==> src/rtl/accum_pkg.sv <==
// -----------------------------------------------------------------------------
// accum_pkg
// Shared constants and helper functions for the multi-channel accumulator.
//   ch_width(nch) : width of a channel index, never less than 1 bit
//   sat_max(w)    : largest signed value of a w-bit word (zero-extended to 64)
//   sat_min(w)    : smallest signed value of a w-bit word (caller truncates)
// -----------------------------------------------------------------------------
package accum_pkg;

    // Widest accumulator the saturation helpers can describe.
    localparam int MAX_ACC_WIDTH = 64;

    function automatic int ch_width(input int nch);
        return (nch <= 1) ? 1 : $clog2(nch);
    endfunction

    function automatic logic [MAX_ACC_WIDTH-1:0] sat_max(input int width);
        return (64'd1 << (width - 1)) - 64'd1;
    endfunction

    // Inverting the maximum gives 1 followed by zeros in the low 'width' bits.
    function automatic logic [MAX_ACC_WIDTH-1:0] sat_min(input int width);
        return ~sat_max(width);
    endfunction

endpackage

==> src/rtl/accum_sat_add.sv <==
// -----------------------------------------------------------------------------
// accum_sat_add
// Signed add of a running sum and a sign-extended sample, with optional
// saturation and a sticky overflow flag. The result is available both
// combinationally (for accumulator write-back) and registered (as the output).
//   clk, rst_n  : clock, asynchronous active-low reset
//   en_i        : capture the new sum into the output register
//   acc_i       : running sum (already zeroed by the caller on a first sample)
//   add_i       : sign-extended sample
//   ovf_i       : sticky overflow carried with acc_i
//   sum_nxt_o   : combinational sum (saturated or wrapped)
//   ovf_nxt_o   : combinational sticky overflow
//   sum_o/ovf_o : registered copies of the above
// -----------------------------------------------------------------------------
module accum_sat_add
    import accum_pkg::*;
#(
    parameter int ACC_WIDTH = 48,
    parameter int SAT_MODE  = 1
) (
    input  logic                 clk,
    input  logic                 rst_n,
    input  logic                 en_i,
    input  logic [ACC_WIDTH-1:0] acc_i,
    input  logic [ACC_WIDTH-1:0] add_i,
    input  logic                 ovf_i,
    output logic [ACC_WIDTH-1:0] sum_nxt_o,
    output logic                 ovf_nxt_o,
    output logic [ACC_WIDTH-1:0] sum_o,
    output logic                 ovf_o
);

    localparam logic [ACC_WIDTH-1:0] MAX_VAL = ACC_WIDTH'(sat_max(ACC_WIDTH));
    localparam logic [ACC_WIDTH-1:0] MIN_VAL = ACC_WIDTH'(sat_min(ACC_WIDTH));

    logic [ACC_WIDTH:0] wide_sum;
    logic               overflow;

    // One guard bit: the two top bits disagree exactly when the signed sum
    // left the ACC_WIDTH range; the guard bit then holds the true sign.
    assign wide_sum  = {acc_i[ACC_WIDTH-1], acc_i} + {add_i[ACC_WIDTH-1], add_i};
    assign overflow  = wide_sum[ACC_WIDTH] ^ wide_sum[ACC_WIDTH-1];
    assign ovf_nxt_o = ovf_i | overflow;

    // NOTE: every output of an always_comb gets a default first so no path
    // leaves it unassigned, which would otherwise infer a latch.
    always_comb begin
        sum_nxt_o = wide_sum[ACC_WIDTH-1:0];
        if (overflow && (SAT_MODE != 0)) begin
            sum_nxt_o = wide_sum[ACC_WIDTH] ? MIN_VAL : MAX_VAL;
        end
    end

    // NOTE: sequential state uses non-blocking assignments so every flop
    // samples pre-edge values regardless of statement order.
    always_ff @(posedge clk or negedge rst_n) begin
        if (!rst_n) begin
            sum_o <= '0;
            ovf_o <= 1'b0;
        end else if (en_i) begin
            sum_o <= sum_nxt_o;
            ovf_o <= ovf_nxt_o;
        end
    end

endmodule

==> src/rtl/accumulator_mc.sv <==
// -----------------------------------------------------------------------------
// accumulator_mc
// Time-interleaved multi-channel integrate-and-dump. Samples arrive in channel
// order 0..NCH-1; after len_active complete sample periods each channel's sum
// is emitted, two cycles after its final sample was accepted.
//   clk, rst_n  : clock, asynchronous active-low reset
//   clr         : synchronous frame abort (wins over valid_in)
//   length      : samples per channel per dump (0 behaves as 1)
//   valid_in, ch_in, data_in : sample stream
//   valid_out, ch_out, data_out, ovf_out, last_out : one dumped channel sum
//   seq_err     : one-cycle pulse after an out-of-order channel tag
// -----------------------------------------------------------------------------
module accumulator_mc
    import accum_pkg::*;
#(
    parameter int LEN_WIDTH  = 18,
    parameter int DATA_WIDTH = 30,
    parameter int ACC_WIDTH  = 48,
    parameter int NCH        = 8,
    parameter int SAT_MODE   = 1
) (
    input  logic                    clk,
    input  logic                    rst_n,
    input  logic                    clr,
    input  logic [LEN_WIDTH-1:0]    length,
    input  logic                    valid_in,
    input  logic [ch_width(NCH)-1:0] ch_in,
    input  logic [DATA_WIDTH-1:0]   data_in,
    output logic                    valid_out,
    output logic [ch_width(NCH)-1:0] ch_out,
    output logic [ACC_WIDTH-1:0]    data_out,
    output logic                    ovf_out,
    output logic                    last_out,
    output logic                    seq_err
);

    localparam int                   CHW     = ch_width(NCH);
    localparam logic [CHW-1:0]       LAST_CH = CHW'(NCH - 1);
    localparam logic [CHW-1:0]       CH_ONE  = CHW'(1);
    localparam logic [LEN_WIDTH-1:0] LEN_ONE = LEN_WIDTH'(1);

    // Frame control state
    logic [CHW-1:0]       exp_ch_q, exp_ch_d;
    logic [LEN_WIDTH-1:0] cnt_q, cnt_d;
    logic [LEN_WIDTH-1:0] len_q, len_d;
    logic                 len_load_q;   // length not yet sampled since reset
    logic                 seq_err_q;

    // Stage 1: accepted sample and its position within the frame
    logic                 s1_valid_q;
    logic [CHW-1:0]       s1_ch_q;
    logic [ACC_WIDTH-1:0] s1_data_q;
    logic                 s1_first_q;
    logic                 s1_emit_q;
    logic                 s1_frame_end_q;

    // Stage 2: output qualifiers (data/ovf live in accum_sat_add)
    logic                 valid_out_q;
    logic [CHW-1:0]       ch_out_q;
    logic                 last_out_q;

    // Per-channel storage
    logic [ACC_WIDTH-1:0] acc_mem [NCH];
    logic [NCH-1:0]       ovf_q;

    logic [LEN_WIDTH-1:0] len_in, cnt_base, len_base;
    logic                 ch_match, mismatch, abort, accept;
    logic                 first_smp, last_smp, period_end;
    logic [ACC_WIDTH-1:0] acc_op, sum_nxt;
    logic                 ovf_op, ovf_nxt;

    assign len_in   = (length == '0) ? LEN_ONE : length;
    assign ch_match = (ch_in == exp_ch_q);
    assign mismatch = valid_in && !clr && !ch_match;
    assign abort    = clr || mismatch;
    // A misordered channel-0 sample restarts the frame instead of being lost.
    assign accept   = valid_in && !clr && (ch_match || (ch_in == '0));

    // Frame position the current sample is judged against: an abort in this
    // cycle means the sample (if accepted) opens a brand-new frame.
    assign cnt_base   = abort ? '0 : cnt_q;
    assign len_base   = (abort || len_load_q) ? len_in : len_q;
    assign first_smp  = (cnt_base == '0);
    assign last_smp   = (cnt_base == len_base - LEN_ONE);
    assign period_end = (ch_in == LAST_CH);

    always_comb begin
        exp_ch_d = abort ? '0 : exp_ch_q;
        cnt_d    = cnt_base;
        len_d    = len_base;
        if (accept) begin
            if (period_end) begin
                exp_ch_d = '0;
                cnt_d    = last_smp ? '0 : cnt_base + LEN_ONE;
                if (last_smp) begin
                    len_d = len_in;
                end
            end else begin
                exp_ch_d = ch_in + CH_ONE;
            end
        end
    end

    always_ff @(posedge clk or negedge rst_n) begin
        if (!rst_n) begin
            exp_ch_q       <= '0;
            cnt_q          <= '0;
            len_q          <= '0;
            len_load_q     <= 1'b1;
            seq_err_q      <= 1'b0;
            s1_valid_q     <= 1'b0;
            s1_ch_q        <= '0;
            s1_data_q      <= '0;
            s1_first_q     <= 1'b0;
            s1_emit_q      <= 1'b0;
            s1_frame_end_q <= 1'b0;
            valid_out_q    <= 1'b0;
            ch_out_q       <= '0;
            last_out_q     <= 1'b0;
        end else begin
            exp_ch_q   <= exp_ch_d;
            cnt_q      <= cnt_d;
            len_q      <= len_d;
            len_load_q <= 1'b0;
            seq_err_q  <= mismatch;

            // clr does not touch stage 1/2: sums already in flight complete.
            s1_valid_q <= accept;
            if (accept) begin
                s1_ch_q        <= ch_in;
                s1_data_q      <= {{(ACC_WIDTH-DATA_WIDTH){data_in[DATA_WIDTH-1]}}, data_in};
                s1_first_q     <= first_smp;
                s1_emit_q      <= last_smp;
                s1_frame_end_q <= last_smp && period_end;
            end

            valid_out_q <= s1_valid_q && s1_emit_q;
            last_out_q  <= s1_valid_q && s1_frame_end_q;
            if (s1_valid_q) begin
                ch_out_q <= s1_ch_q;
            end
        end
    end

    // NOTE: the accumulator array has no reset; the first sample of every
    // frame overwrites its entry, so its power-up contents are never read.
    always_ff @(posedge clk) begin
        if (s1_valid_q) begin
            acc_mem[s1_ch_q] <= sum_nxt;
        end
    end

    always_ff @(posedge clk or negedge rst_n) begin
        if (!rst_n) begin
            ovf_q <= '0;
        end else if (s1_valid_q) begin
            ovf_q[s1_ch_q] <= ovf_nxt;
        end
    end

    // A first sample ignores the stale sum and the stale sticky flag.
    assign acc_op = s1_first_q ? '0 : acc_mem[s1_ch_q];
    assign ovf_op = s1_first_q ? 1'b0 : ovf_q[s1_ch_q];

    accum_sat_add #(
        .ACC_WIDTH (ACC_WIDTH),
        .SAT_MODE  (SAT_MODE)
    ) u_add (
        .clk       (clk),
        .rst_n     (rst_n),
        .en_i      (s1_valid_q),
        .acc_i     (acc_op),
        .add_i     (s1_data_q),
        .ovf_i     (ovf_op),
        .sum_nxt_o (sum_nxt),
        .ovf_nxt_o (ovf_nxt),
        .sum_o     (data_out),
        .ovf_o     (ovf_out)
    );

    assign valid_out = valid_out_q;
    assign ch_out    = ch_out_q;
    assign last_out  = last_out_q;
    assign seq_err   = seq_err_q;

endmodule

==> config.mk <==
export PLATFORM = sky130hd
export DESIGN_NAME = accumulator_mc
export DESIGN_NICKNAME = d
export VERILOG_FILES = /design/src/rtl/accum_pkg.sv /design/src/rtl/accum_sat_add.sv /design/src/rtl/accumulator_mc.sv
export SDC_FILE = /design/constraint.sdc
export NUM_CORES = 1
export LEC_CHECK = 0
export BUFFER_PORTS_ARGS = -buffer_cell sky130_fd_sc_hd__clkbuf_2
export CAP_MARGIN = 15
export CORE_ASPECT_RATIO = 2
export CORE_UTILIZATION = 35
export DETAILED_ROUTE_END_ITERATION = 12
export GPL_ROUTABILITY_DRIVEN = 0
export MAX_ROUTING_LAYER = met4
export PLACE_DENSITY = 0.6
export SETUP_SLACK_MARGIN = 0.05
export SLEW_MARGIN = 20
export SYNTH_ARGS = -nofsm -noshare
export SYNTH_HDL_FRONTEND = slang
export SYNTH_SLANG_ARGS = --single-unit
==> constraint.sdc <==
create_clock -name clk -period 5.65 [get_ports clk]
set_input_delay 0 -clock clk [delete_from_list [all_inputs] [get_ports clk]]
set_output_delay 0 -clock clk [all_outputs]
set_load 0.03 [all_outputs]
==> impl_metrics.json <==
{
  "clk_latency_ns": 0.60,
  "ctsHtreeMaxLevel": 2,
  "cpMostUsedCell": "buf_4",
  "syn_nets": 1897,
  "drv_slew": 0,
  "drtIter0Drc": 893,
  "synth-seq-area-share": 0.6044,
  "crit_arrival_ns": 5.94,
  "hold_viol": 0,
  "clk_path_buf_depth": 3,
  "num_antenna_cells": 0,
  "design_area_sq_mm": 0.02921,
  "tightest_slew_ns": 1.059,
  "synth-edff-count": 384,
  "rsz0062_at_grt": "yes",
  "vias": 16410,
  "syn-cell-area_sq_mm": 0.02488,
  "swShare": 0.3792,
  "p_seq_frac": 0.392,
  "port_buffers": 109,
  "rr_worst_depth": 18,
  "totalPowerFinal_w": 0.01521,
  "grt_antenna_before_repair": 0,
  "area_growth_pct": 17.42,
  "clock-sinks": 524,
  "wire_per_inst_microns": 24.21,
  "clkPwrFrac": 0.211,
  "clkSlewWorstSetupHoldPaths_ns": 0.07,
  "hpwl_mm": 49.27,
  "core_area_sq_mm": 0.06994,
  "cp-start-kind": "flop",
  "path_class": "reg2reg",
  "p_switching_w": 0.005766,
  "cpPeakStageDelay_ns": 0.58,
  "skew_ns": 0.02383,
  "cts_tree": "done",
  "path_cells": "buf_4, buf_12, mux4_2, mux2i_1, nor2_1, ha_1, a21o_1, o21bai_1, a221oi_1, o21ai_0, a221o_1, o211ai_1, o31ai_4, buf_4, mux2i_4, buf_4, a21oi_1, mux2_2",
  "hold_path.class": "in2async",
  "power.internal_w": 0.009439,
  "drive_above_1_share": 0.2523,
  "grt_overflow_total": 0,
  "critical_path_buf_inv_count": 4,
  "max_slew_margin": 0.2922,
  "setup-tns-final_ns": 0,
  "die_area_sq_mm": 0.07221,
  "hold_ws_ns": 0.04568,
  "crit_required_ns": 6.19,
  "ant_nets": 0,
  "async_flop_share": 0.2672,
  "drt_wl_total_mm": 71.07,
  "synth.avg_cell_area_sq_um": 13.92,
  "cap_violations": 0,
  "dr.pass1.iters": 5,
  "io_pins": 110,
  "cp.depth": 18,
  "ys_seq_elements": 524,
  "ys.flop_type": "edfxtp_1",
  "post_dp_cell_area_sq_mm": 0.02698,
  "die-width_microns": 190.5,
  "drc": 0,
  "status": "complete, no violations",
  "grt_pass1_wl_mm": 105.8,
  "synth_cells": 1787,
  "cp-end-kind": "flop",
  "yosysUniqueCellTypes": 86,
  "cts_root_buf": "clkbuf_16",
  "grt_pass1_vias": 17590,
  "num-nets-final": 2104,
  "vias_per_cell": 5.589,
  "peakVddDrop_mv": 0.3149,
  "p_comb_frac": 0.398,
  "p_leak_nw": 10.82,
  "max_freq_mhz": 185.3,
  "slowest_stage": "a21oi_1",
  "critPathMaxFanout": 19,
  "yosysWarnings": 0,
  "dieHeight_microns": 379.0,
  "rows": 137,
  "fin_crit_ns": 5.398,
  "min_period_over_period": 0.9554,
  "setup_viol": 0,
  "num-fill-cells": 6401,
  "critical-path-top-delay-family": "compound AO/OA/AOI/OAI gates",
  "cts_buffers": 48,
  "start_util": 0.3557,
  "grt_max_degree": 83,
  "power_density_mw_per_mm2": 520.5,
  "track_usage": 0.2024
}
-- synthesized netlist by cell type (all sizes together), types with 6 or more instances --
master	instances	area, sq um
o21bai	10	75.07
and2	11	68.82
nand2b	16	100.1
nand3	28	140.1
and3	9	56.30
buf	32	153.9
nor4	13	102.6
ha	54	675.7
nand4	23	150.1
a31oi	32	215.2
xor2	34	297.8
o22ai	11	68.82
nor3	42	215.2
xnor2	42	397.9
mux4	98	2207
o21ai	60	300.3
or2	9	56.31
edfxtp	384	11530
or4	8	63.81
a21oi	96	480.5
inv	42	157.7
nor2	148	558.0
a41oi	6	52.55
a21o	30	225.2
or3	7	48.80
mux2i	57	574.3
nand2	112	420.4
o31ai	11	96.34
dfrtp	139	3478
mux2	88	991.0
clkbuf	59	221.5
-- repair_timing --
item                                    4_1_cts  5_1_grt
gates resized for setup                       2       24
pin swaps                                     0        1
endpoints found under the hold margin       136        0
buffers inserted                              0        3
hold buffers                                 55        0
endpoints found under the setup margin       18      340
gates cloned                                  0        1
-- layer usage --
layer  wire (microns)  track usage
met1            25310       0.2060
met2            38590       0.3691
met3             2936      0.02348
met4             4245       0.1185
met5                0            -
-- final cells by class --
class / instances / area (sq um) / area share
repair buffers: 248 / 1866 / 0.06387
well taps: 903 / 1130 / 0.03868
clock buffers: 58 / 1269 / 0.04343
inverters: 42 / 157.7 / 0.005397
multi-input cells: 1130 / 9493 / 0.3250
clock inverters: 31 / 244.0 / 0.008353
flip-flops and latches: 524 / 15050 / 0.5153
-- worst paths after layout --
kind                                     start              end  slack (ns)
worst min-delay path                     rst_n          seq_err        0.05
max in group asynchronous                rst_n    s1_data_q[23]        4.13
worst max register to register      s1_ch_q[0]  u_add.sum_o[15]        0.25
worst max-delay path                s1_ch_q[0]  u_add.sum_o[15]        0.25
worst min register to register  s1_frame_end_q   s1_frame_end_q        0.47
min in group clk                   data_in[20]    s1_data_q[20]        0.17
-- power groups by stage --
stage          sequential, W  combinational (W)  clock, W
2_1_floorplan        0.00622            0.00337         0
5_1_grt              0.00599            0.00649   0.00339
6_report             0.00596            0.00605   0.00320
4_1_cts              0.00598            0.00586   0.00327
3_5_place_dp         0.00605            0.00580         0
3_3_place_gp         0.00604            0.00568         0
-- stage by stage --
step	setup WS [ns]	utilization	cells
floorplan	0.2924	-	1787
global placement	0.04482	0.3858	2788
detailed placement	-0.01360	0.3858	2788
CTS	0.06828	0.4155	2932
global route	0.01038	0.4177	2936
finish	0.2523	0.4177	2936
-- placed cells by master, fill, tap and decap left out, types with 7 or more instances in the layout --
cell type	instances
o22ai_1	11
buf_4	75
a21oi_2	16
and2_1	8
dlygate4sd3_1	55
o31ai_1	9
dfrtp_1	134
clkbuf_1	7
mux2_2	88
nand3_1	28
and3_1	9
a31oi_1	31
mux2i_1	55
xnor2_1	37
nand2_1	110
nor4_1	11
o21bai_1	10
a21oi_1	80
o21ai_0	57
or4_1	7
nand4_1	22
ha_1	54
clkinv_1	10
a21o_1	30
nor3_1	38
mux4_2	98
edfxtp_1	384
clkbuf_2	108
nand2b_1	16
clkbuf_16	49
nor2_1	139
xor2_1	34
inv_1	42
-- state kept, by name, summed over array words and instances (netlist names), 3 cells and up --
| register | flops |
|---|---|
| cnt_q | 18 |
| ovf_q | 8 |
| s1_data_q | 30 |
| s1_ch_q | 3 |
| exp_ch_q | 3 |
| len_q | 18 |
| acc_mem | 384 |
| ch_out | 3 |
| u_add.sum_o | 48 |
-- logic make-up (layout without fill, tap and decap cells) --
family                     Yosys count  count (layout)  synth area share
DFF                                524             524            0.6044
xor gates and xnor gates            77              77           0.02887
and+or+nand+nor                    443             443           0.08485
other                                1               1         0.0001507
buffers and inverters              133             379           0.02143
muxes                              243             243            0.1516
adders and majority gates           55              55           0.02797
AOI/OAI and AO/OA                  311             311           0.08068
Power figures use the tool's default switching activity.
